[config.mk]
export PLATFORM = sky130hd
export DESIGN_NAME = fetch_unit
export DESIGN_NICKNAME = d
export VERILOG_FILES = /design/src/rtl/dioptase_fetch_pkg.sv /design/src/rtl/fetch_queue.sv /design/src/rtl/fetch_unit.sv
export SDC_FILE = /design/constraint.sdc
export NUM_CORES = 1
export LEC_CHECK = 0
export CAP_MARGIN = 0
export CORE_UTILIZATION = 40
export CTS_BUF_LIST = sky130_fd_sc_hd__clkbuf_4 sky130_fd_sc_hd__clkbuf_8
export DETAILED_ROUTE_END_ITERATION = 12
export PLACE_DENSITY = 0.59
export SKIP_LAST_GASP = 1
export SLEW_MARGIN = 40
export SYNTH_ARGS = -nofsm -noshare
export SYNTH_HDL_FRONTEND = slang
export SYNTH_SLANG_ARGS = --single-unit
[constraint.sdc]
create_clock -name clk -period 4.7 [get_ports clk]
set_input_delay 0.94 -clock clk [delete_from_list [all_inputs] [get_ports clk]]
set_output_delay 0.94 -clock clk [all_outputs]
set_load 0.01 [all_outputs]
[src/rtl/dioptase_fetch_pkg.sv]
// Shared definitions for the Dioptase instruction-fetch front end.
//   EXC_FETCH_MISALIGNED : fetch exception code for a PC with nonzero low bits
//   fetch_entry_t        : one fetched instruction {instr, pc, exc}
//   fetch_depth()        : return-queue depth for a given memory latency
//   fetch_exc()          : fetch exception code derived from the PC low bits
package dioptase_fetch_pkg;

    localparam logic [7:0] EXC_FETCH_MISALIGNED = 8'h82;

    typedef struct packed {
        logic [31:0] instr;
        logic [31:0] pc;
        logic [7:0]  exc;
    } fetch_entry_t;

    // One slot per in-flight read plus one, so a full pipe can still drain
    // while the head is held by decode.
    function automatic int unsigned fetch_depth(input int unsigned mem_latency);
        return mem_latency + 1;
    endfunction

    function automatic logic [7:0] fetch_exc(input logic [1:0] pc_low);
        return (pc_low != 2'b00) ? EXC_FETCH_MISALIGNED : 8'h00;
    endfunction

endpackage

[src/rtl/fetch_queue.sv]
// Circular FIFO holding returned instruction words until decode takes them.
// Ports:
//   clk, rst_n  : clock, asynchronous active-low reset
//   clear       : drop all entries (has priority over push/pop)
//   push        : write push_entry at the tail
//   push_entry  : entry to write
//   pop         : retire the head entry
//   head_entry  : storage at the head pointer (meaningful only when count != 0)
//   count       : number of valid entries
module fetch_queue
    import dioptase_fetch_pkg::*;
#(
    parameter int unsigned DEPTH = 3,
    parameter int unsigned CNT_W = $clog2(DEPTH + 1)
) (
    input  logic             clk,
    input  logic             rst_n,
    input  logic             clear,
    input  logic             push,
    input  fetch_entry_t     push_entry,
    input  logic             pop,
    output fetch_entry_t     head_entry,
    output logic [CNT_W-1:0] count
);

    localparam int unsigned PTR_W = (DEPTH > 1) ? $clog2(DEPTH) : 1;

    fetch_entry_t     mem_q [DEPTH];
    fetch_entry_t     mem_d [DEPTH];
    logic [PTR_W-1:0] rd_ptr_q, rd_ptr_d;
    logic [PTR_W-1:0] wr_ptr_q, wr_ptr_d;
    logic [CNT_W-1:0] count_q, count_d;

    // DEPTH need not be a power of two, so pointers wrap explicitly.
    function automatic logic [PTR_W-1:0] ptr_inc(input logic [PTR_W-1:0] p);
        return (p == PTR_W'(DEPTH - 1)) ? '0 : p + PTR_W'(1);
    endfunction

    always_comb begin
        mem_d    = mem_q;
        rd_ptr_d = rd_ptr_q;
        wr_ptr_d = wr_ptr_q;
        count_d  = count_q;
        if (clear) begin
            rd_ptr_d = '0;
            wr_ptr_d = '0;
            count_d  = '0;
        end else begin
            if (push) begin
                mem_d[wr_ptr_q] = push_entry;
                wr_ptr_d        = ptr_inc(wr_ptr_q);
            end
            if (pop) begin
                rd_ptr_d = ptr_inc(rd_ptr_q);
            end
            case ({push, pop})
                2'b10:   count_d = count_q + CNT_W'(1);
                2'b01:   count_d = count_q - CNT_W'(1);
                default: count_d = count_q;
            endcase
        end
    end

    always_ff @(posedge clk or negedge rst_n) begin
        if (!rst_n) begin
            for (int i = 0; i < DEPTH; i++) begin
                mem_q[i] <= '0;
            end
            rd_ptr_q <= '0;
            wr_ptr_q <= '0;
            count_q  <= '0;
        end else begin
            mem_q    <= mem_d;
            rd_ptr_q <= rd_ptr_d;
            wr_ptr_q <= wr_ptr_d;
            count_q  <= count_d;
        end
    end

    assign head_entry = mem_q[rd_ptr_q];
    assign count      = count_q;

    // A push into a full queue without a same-cycle pop means the upstream
    // credit accounting is broken.
    assert property (@(posedge clk) disable iff (!rst_n)
        !(push && !pop && !clear && (count_q == CNT_W'(DEPTH))));

endmodule

[src/rtl/fetch_unit.sv]
// Instruction-fetch front end: owns the PC, issues sequential word reads to a
// fixed-latency memory, tracks in-flight reads in a latency pipe and buffers
// returned words in a credit-protected queue presented to decode.
// Ports:
//   clk, rst_n   : clock, asynchronous active-low reset
//   halt         : no new requests, no consumption (returns still land)
//   stall        : decode holds the head entry
//   redirect     : squash all fetched/in-flight work, restart at redirect_pc
//   redirect_pc  : restart PC
//   mem_re       : read request this cycle
//   mem_addr     : request address (current PC)
//   mem_data     : read data, MEM_LATENCY cycles after its request
//   instr_out    : head instruction (0 on bubble or exception)
//   pc_out       : head PC (0 on bubble)
//   bubble_out   : no valid instruction presented
//   exc_out      : head fetch exception code (0 if none)
module fetch_unit
    import dioptase_fetch_pkg::*;
#(
    parameter int unsigned MEM_LATENCY = 2,
    parameter logic [31:0] RESET_PC    = 32'h0000_0000
) (
    input  logic        clk,
    input  logic        rst_n,
    input  logic        halt,
    input  logic        stall,
    input  logic        redirect,
    input  logic [31:0] redirect_pc,
    output logic        mem_re,
    output logic [31:0] mem_addr,
    input  logic [31:0] mem_data,
    output logic [31:0] instr_out,
    output logic [31:0] pc_out,
    output logic        bubble_out,
    output logic [7:0]  exc_out
);

    localparam int unsigned DEPTH = fetch_depth(MEM_LATENCY);
    localparam int unsigned CNT_W = $clog2(DEPTH + 1);
    localparam int unsigned SUM_W = 4;

    logic [31:0]                  pc_q, pc_d;
    logic [MEM_LATENCY-1:0]       pipe_valid_q, pipe_valid_d;
    logic [MEM_LATENCY-1:0][31:0] pipe_pc_q, pipe_pc_d;
    logic [MEM_LATENCY-1:0][7:0]  pipe_exc_q, pipe_exc_d;

    logic [SUM_W-1:0] inflight;
    logic             bubble;
    logic             pop;
    logic             issue;
    logic             push;
    fetch_entry_t     push_entry;
    fetch_entry_t     head_entry;
    logic [CNT_W-1:0] q_count;

    // Credit check: every in-flight read already owns a queue slot, so a new
    // request is allowed only if in-flight + queued (after this cycle's pop)
    // still leaves room. rst_n gates issue so nothing is requested in reset.
    always_comb begin
        inflight = '0;
        for (int i = 0; i < MEM_LATENCY; i++) begin
            inflight = inflight + SUM_W'(pipe_valid_q[i]);
        end
        bubble = (q_count == '0);
        pop    = !bubble && !stall && !halt && !redirect;
        issue  = rst_n && !halt && !redirect &&
                 ((inflight + SUM_W'(q_count)) < (SUM_W'(DEPTH) + SUM_W'(pop)));
    end

    // The latency pipe shifts unconditionally; a redirect kills every slot,
    // including the one whose data is returning this cycle.
    always_comb begin
        pipe_valid_d  = '0;
        pipe_pc_d     = pipe_pc_q;
        pipe_exc_d    = pipe_exc_q;
        pipe_valid_d[0] = issue;
        pipe_pc_d[0]    = pc_q;
        pipe_exc_d[0]   = fetch_exc(pc_q[1:0]);
        for (int i = 1; i < MEM_LATENCY; i++) begin
            pipe_valid_d[i] = pipe_valid_q[i-1] && !redirect;
            pipe_pc_d[i]    = pipe_pc_q[i-1];
            pipe_exc_d[i]   = pipe_exc_q[i-1];
        end

        push             = pipe_valid_q[MEM_LATENCY-1] && !redirect;
        push_entry.pc    = pipe_pc_q[MEM_LATENCY-1];
        push_entry.exc   = pipe_exc_q[MEM_LATENCY-1];
        push_entry.instr = (pipe_exc_q[MEM_LATENCY-1] != 8'h00) ? 32'h0 : mem_data;

        if (redirect) begin
            pc_d = redirect_pc;
        end else if (issue) begin
            pc_d = pc_q + 32'd4;
        end else begin
            pc_d = pc_q;
        end
    end

    always_ff @(posedge clk or negedge rst_n) begin
        if (!rst_n) begin
            pc_q         <= RESET_PC;
            pipe_valid_q <= '0;
            pipe_pc_q    <= '0;
            pipe_exc_q   <= '0;
        end else begin
            pc_q         <= pc_d;
            pipe_valid_q <= pipe_valid_d;
            pipe_pc_q    <= pipe_pc_d;
            pipe_exc_q   <= pipe_exc_d;
        end
    end

    fetch_queue #(
        .DEPTH (DEPTH),
        .CNT_W (CNT_W)
    ) u_queue (
        .clk        (clk),
        .rst_n      (rst_n),
        .clear      (redirect),
        .push       (push),
        .push_entry (push_entry),
        .pop        (pop),
        .head_entry (head_entry),
        .count      (q_count)
    );

    assign mem_re     = issue;
    assign mem_addr   = pc_q;
    assign bubble_out = bubble;
    assign instr_out  = bubble ? 32'h0 : head_entry.instr;
    assign pc_out     = bubble ? 32'h0 : head_entry.pc;
    assign exc_out    = bubble ? 8'h00 : head_entry.exc;

endmodule

==> impl_metrics.json, run 1 <==
{
  "status": "finished clean",
  "cts.root.buffer_cell": "clkbuf_8",
  "r2r_slack_ns": 1.73,
  "place.gp.congestion": 0.782,
  "worst_slew_pin_slew_ns": 0.737,
  "grt_pass1_wl_um": 48300,
  "combinationalPowerShare_pct": 10.3,
  "setup_violations": 0,
  "syn-mean-instance-area_um2": 10.8,
  "multi_input_area_um2": 4880,
  "startpoint_type": "flip-flop",
  "instances_no_fill": 1767,
  "via_per_inst": 5.00,
  "arrival_ns": 3.05,
  "power_leakage_nw": 6.93,
  "crit_top_cell": "nor2_1",
  "synth_cell_types": 40,
  "internal_power_mw": 4.69,
  "cp-startpoint": "u_queue.rd_ptr_q[1]",
  "crit_required_ns": 3.76,
  "skew_ns": 0.0389,
  "path_class": "reg2out",
  "power-per-cell-area_nw_per_um2": 388,
  "cts_post_setup_buffers_inserted": 0,
  "yosysMostFrequentCell": "dfrtp_1",
  "grt_usage_pct": 18.3,
  "antenna_found_initial": 1,
  "die_area_um2": 33100,
  "path_cells": "buf_4 -> mux2i_1 -> nor2_1 -> a21oi_1 -> nor2_1 -> clkdlybuf4s50_1",
  "path_max_fanout": 37,
  "synthDominantCellAreaShare_pct": 58.1,
  "netlist_area_um2": 13000,
  "yosysSeqAreaShare_pct": 58.1,
  "cp-end-kind": "primary output",
  "core_area_um2": 31700,
  "synth.largest_area_cell": "dfrtp_1",
  "syn2layout_area_growth_pct": 23.2,
  "sw_frac_of_total_pct": 24.3,
  "clock.fmax_ghz": 0.251,
  "io_buffers": 168,
  "post_cts_resized": 0,
  "rr_startpoint": "pipe_valid_q[1]",
  "num_rows": 65,
  "fillers": 2964,
  "drc_errors": 0,
  "cts_tree": "yes",
  "power_frac_seq_pct": 47.9,
  "final_util_pct": 50.3,
  "via_count": 8838,
  "drive_gt1_share_pct": 16.4,
  "min_period_ns": 3.99,
  "synth_seq_cells": 301,
  "cts_htree_levels": 2,
  "nets": 1400,
  "clkTransAtPathRegs_ns": 0.06,
  "ir_drop_uv": 211,
  "crit_path_top_delay_cell": "dfrtp_4",
  "crit_end": "pc_out[20]",
  "numCtsBuffers": 52,
  "tns_ns": 0,
  "slew_violations": 0,
  "holdBufCountCts": 0,
  "diodes": 0,
  "yosysWarnings": 0,
  "initialDrtViolationCount": 452,
  "cts.sinks": 301,
  "synthFlopType": "dfrtp_1",
  "drt_wl_total_um": 29200,
  "dp.cells": 1676,
  "dp_hpwl_um": 17500,
  "hold_viol": 0,
  "synthArstFlopShare_pct": 100,
  "reg2reg_depth": 9,
  "rsz0062_at_grt": "false",
  "r2r-end": "mem_addr[27]",
  "totalPowerFinal_mw": 6.20,
  "num_io_pins": 175,
  "synthCells": 1201,
  "p_clk_share_pct": 41.8,
  "power_switching_mw": 1.51,
  "seqCellArea_um2": 7540,
  "max_slew_margin_pct": 50.9,
  "die_y_um": 182,
  "ant_nets": 0,
  "post_drt_wl_per_cell_um": 16.5,
  "firstDrtPassIters": 4,
  "fp.dieW_um": 182,
  "synth-edff-count": 0,
  "max_cap_viol_count": 0,
  "finalCritPeriodShare_pct": 84.9,
  "start_util_pct": 40.8,
  "first_global_vias": 8917,
  "grt_start_max_net_pins": 98,
  "grt-ovfl-total": 0,
  "critPathMaxStageDelay_ns": 0.90,
  "ys_top_cells_by_count": "301 x dfrtp_1, 146 x nor2_1, 136 x nand2_1",
  "yosys-top-cells-area": "dfrtp_1 58%, mux2_2 8.9%, mux2i_1 5.3%, o21ai_0 4.9%, nor2_1 4.2%",
  "hold_class": "in2async",
  "hold_ws_ns": 0.234,
  "clock_latency_ns": 0.58,
  "cts_buffer_depth": 3
}
per-stage QoR:
stage / instance area (um^2) / setup slack, ns
after floorplan: 13000 / 1.89
after global placement: 14700 / 0.852
after detailed placement: 14800 / 0.861
after CTS: 16000 / 0.608
after global routing: 16000 / 0.487
final: 16000 / 0.711
per-layer routing:
metal	wire length [um]	part of all wire, %	vias up	global-route usage [%]
li1	-	-	4282	-
met2	13000	44	234	28.1
met3	1690	5.8	31	4.49
met1	14200	49	4289	26.1
met5	17	0.058	-	0
met4	332	1.1	2	4.24
cell families (layout without fill, tap and decap cells):
| family | after synthesis | after routing | synth area share (%) |
|---|---|---|---|
| and+or+nand+nor | 376 | 376 | 12.9 |
| xor gates and xnor gates | 24 | 24 | 1.62 |
| DFF | 301 | 301 | 58.1 |
| adders and majority gates | 3 | 3 | 0.348 |
| muxes | 170 | 170 | 14.1 |
| AOI/OAI and AO/OA | 203 | 203 | 8.10 |
| buffers and inverters | 123 | 282 | 4.72 |
| other | 1 | 6 | 0.0289 |
cell usage in the layout, fill, tap and decap left out, types with 2 or more instances in the layout:
master           synthesis  layout
dfrtp_1                301     298
clkdlybuf4s50_1          0     166
nor2_1                 146     145
nand2_1                136     134
o21ai_0                127     127
mux2_2                 102     102
clkbuf_8                 0      69
mux2i_1                 68      68
a21oi_1                 68      68
nand2b_1                34      34
xnor2_1                 20      20
buf_4                   39      12
nor4_1                   9       9
nand3_1                  9       9
clkinv_2                 0       9
clkbuf_4                 0       8
inv_1                    7       7
nor3_1                   7       7
conb_1                   1       6
nand4_1                  5       5
nor3b_1                  4       4
and4_1                   4       4
xor2_1                   4       4
nand3b_1                 3       3
and2_1                   3       3
and3_1                   3       3
or3_1                    3       3
a31oi_1                  3       3
bufinv_16                0       3
nand2_8                  0       2
or4_4                    2       2
nor4b_1                  2       2
o211ai_1                 2       2
ha_1                     2       2
dfrtp_2                  0       2
buf_12                   0       2
power groups by stage:
stage	sequential [mW]	clock (mW)	combinational (mW)
after global routing	3.00	2.80	0.724
after floorplan	2.96	0	0.428
final	2.97	2.59	0.636
after CTS	2.97	2.67	0.650
after global placement	3.01	0	0.633
after detailed placement	3.02	0	0.647
flip-flops by register name, summed over array words and instances, names as in the netlist:
| signal | flops |
|---|---|
| pipe_pc_d | 32 |
| pipe_pc_q | 32 |
| mem_addr | 32 |
| pipe_exc_q | 1 |
| pipe_valid_q | 2 |
| u_queue.mem_q | 195 |
| pipe_exc_d | 1 |
| u_queue.count | 2 |
| u_queue.wr_ptr_q | 2 |
| u_queue.rd_ptr_q | 2 |
worst min path at each step:
stage / endpoint / from / cells after the start / slack, ns
2_1_floorplan: pipe_exc_q[9] / pipe_exc_d[9] / 0 / 0.33
3_3_place_gp: pipe_exc_q[9] / pipe_exc_d[9] / 0 / 0.33
3_5_place_dp: pipe_pc_q[33] / pipe_pc_d[33] / 0 / 0.33
4_1_cts: mem_addr[18] / rst_n / 1 / 0.20
5_1_grt: mem_addr[21] / rst_n / 1 / 0.21
6_report: mem_addr[21] / rst_n / 1 / 0.23
critical path: cells and delay by family, from the launching register on:
kind	cells	cell delay, ns
mux	1	0.24
simple gates	2	0.12
compound gates	1	0.15
flops	1	0.90
buf+inv	2	1.05
layout make-up:
class / instances / area share [%]
Clock inverter: 14 / 1.00
Sequential cell: 301 / 47.2
Tap cell: 402 / 3.15
Timing Repair Buffer: 184 / 11.6
Inverter: 7 / 0.165
Clock buffer: 77 / 6.32
Multi-Input combinational cell: 782 / 30.5
Note: power is estimated with default switching activity, not from simulation.
==> run 2, diff against run 1 <==
--- a/config.mk
+++ b/config.mk
@@ -9,7 +9,7 @@
 export CORE_UTILIZATION = 40
 export CTS_BUF_LIST = sky130_fd_sc_hd__clkbuf_4 sky130_fd_sc_hd__clkbuf_8
 export DETAILED_ROUTE_END_ITERATION = 12
-export PLACE_DENSITY = 0.59
+export PLACE_DENSITY = 0.62
 export SKIP_LAST_GASP = 1
 export SLEW_MARGIN = 40
 export SYNTH_ARGS = -nofsm -noshare
==> constraint.sdc (replaced) <==
create_clock -name clk -period 3.4 [get_ports clk]
set_input_delay 0.68 -clock clk [delete_from_list [all_inputs] [get_ports clk]]
set_output_delay 0.68 -clock clk [all_outputs]
set_load 0.01 [all_outputs]
==> run 2 against run 1 <==
Compared with the run above: highest routed layer unchanged; sequential power rose by 38%; via count rose by 1.4%; flip-flop and latch count did not move; total power rose by 31%; non-clock buffer count rose by 14; count of clock-buffer cells in the layout rose by 1; routed wire length rose by 0.42%; global-route usage barely moved; register-to-register slack got worse by 0.98 ns.
==> impl_metrics.json, run 2 (synthesized netlist as in run 1, its figures left out) <==
{
  "status": "finished clean",
  "cts_htree_levels": 2,
  "rsz0062_at_grt": "false",
  "min_period_ns": 3.21,
  "initialDrtViolationCount": 403,
  "reg2reg_depth": 9,
  "clock.fmax_ghz": 0.312,
  "instances_no_fill": 1773,
  "setup_violations": 0,
  "dp_slack_ns": 0.252,
  "die_area_um2": 33100,
  "ant_nets": 0,
  "hold_viol": 0,
  "hold_path_end": "pipe_pc_q[63]",
  "finish.instance_area_um2": 16000,
  "core_area_um2": 31700,
  "die_y_um": 182,
  "grt_start_max_net_pins": 162,
  "dp.cells": 1686,
  "sw_frac_of_total_pct": 24.5,
  "numCtsBuffers": 51,
  "p_clk_share_pct": 38.6,
  "max_cap_viol_count": 0,
  "worst_slew_pin_slew_ns": 0.720,
  "regMostFlops": "u_queue.mem_q",
  "slew_violations": 0,
  "num_rows": 65,
  "drt_wl_total_um": 29300,
  "io_buffers": 168,
  "path_max_fanout": 35,
  "power_switching_mw": 1.99,
  "holdPathStages": 0,
  "fp.dieW_um": 182,
  "start_util_pct": 40.8,
  "place.gp.congestion": 0.847,
  "ir_drop_uv": 254,
  "drive_gt1_share_pct": 16.8,
  "cp-end-kind": "primary output",
  "clock_latency_ns": 0.57,
  "via_count": 8962,
  "max_slew_margin_pct": 52.0,
  "final_util_pct": 50.3,
  "min-delay-start": "pipe_pc_d[63]",
  "skew_ns": 0.0258,
  "path_class": "reg2out",
  "r2r-end": "mem_addr[25]",
  "r2r_slack_ns": 0.75,
  "final_common_cell": "dfrtp_1",
  "crit_required_ns": 2.72,
  "grt-ovfl-total": 0,
  "post_drt_wl_per_cell_um": 16.5,
  "cts.root.buffer_cell": "clkbuf_8",
  "firstDrtPassIters": 6,
  "hold_class": "reg2reg",
  "arrival_ns": 2.53,
  "setup_ws_ns": 0.195,
  "combinationalPowerShare_pct": 10.9,
  "grt_pass1_wl_um": 48500,
  "clkTransAtPathRegs_ns": 0.06,
  "drc_errors": 0,
  "num_io_pins": 175,
  "diodes": 0,
  "dpl_cell_area_um2": 14900,
  "internal_power_mw": 6.14,
  "cts_buffer_depth": 3,
  "antenna_found_initial": 1,
  "largest_reg_flops": 195,
  "hold_ws_ns": 0.345,
  "mostFrequentLayoutCells": "296 x dfrtp_1, 165 x clkdlybuf4s50_1, 145 x nor2_1",
  "power-per-cell-area_nw_per_um2": 509,
  "syn2layout_area_growth_pct": 23.3,
  "totalPowerFinal_mw": 8.13,
  "finalCritPeriodShare_pct": 94.3,
  "first_global_vias": 9233,
  "cts.sinks": 301,
  "dp_hpwl_um": 18000,
  "grt_usage_pct": 18.3,
  "tns_ns": 0,
  "cts_tree": "yes",
  "power_leakage_nw": 6.93,
  "rr_startpoint": "u_queue.count[0]",
  "nets": 1413,
  "power_frac_seq_pct": 50.5,
  "startpoint_type": "flip-flop",
  "via_per_inst": 5.05
}
## run 2: cell types whose count changed in the layout (fill, tap and decap cells not counted), sizes merged
cell and delta:
buf +13, clkinv -7, bufinv -3, clkbuf +1, clkdlybuf4s50 -1, clkinvlp +1, dlygate4sd2 +1, dlygate4sd3 +1
## run 2: cell type report
type,instances,area [um^2]
sequential,301,7540
inverter,7,26.3
fill,2854,15700
timing repair buffer,198,2030
clock inverter,5,33.8
tap,402,503
clock buffer,78,961
multi-input combinational,782,4880
## run 2: how the worst max path moves through the flow
stage                              startpoint      endpoint  slack [ns]  cells past startpoint
after global routing      u_queue.rd_ptr_q[1]    pc_out[19]        0.05                      5
after global placement                   halt        mem_re        0.27                      5
final                     u_queue.rd_ptr_q[1]    pc_out[19]        0.19                      5
after CTS                 u_queue.rd_ptr_q[1]    pc_out[21]        0.04                      6
after detailed placement                 halt        mem_re        0.25                      5
after floorplan               pipe_valid_q[1]  mem_addr[16]        0.80                     10
## run 2: layer usage
layer / share of wire [%] / GRT usage, %
met1: 47 / 25.1
met2: 46 / 29.2
met3: 5.6 / 4.21
met4: 1.7 / 4.97
met5: 0.044 / 0
## run 2: repair_timing
item	4_1_cts	5_1_grt
setup buffers	1	1
pin swaps	0	0
resized for setup	3	0
endpoints found under the hold margin	5	0
endpoints found under the setup margin	1	31
hold buffers	1	0
## run 2: power groups by stage
stage          Clock, mW  Combinational, mW  Sequential [mW]
6_report            3.14              0.886             4.11
5_1_grt             3.41               1.01             4.15
4_1_cts             3.25              0.898             4.11
3_5_place_dp           0              0.890             4.17
3_3_place_gp           0              0.877             4.16
2_1_floorplan          0              0.591             4.09
## run 2: critical path, stage by stage, from the launching register on
cell,delay [ns]
dfrtp_4,0.63
nor2b_4,0.22
buf_12,0.25
a21oi_1,0.10
nor2_1,0.14
clkdlybuf4s50_1,0.61
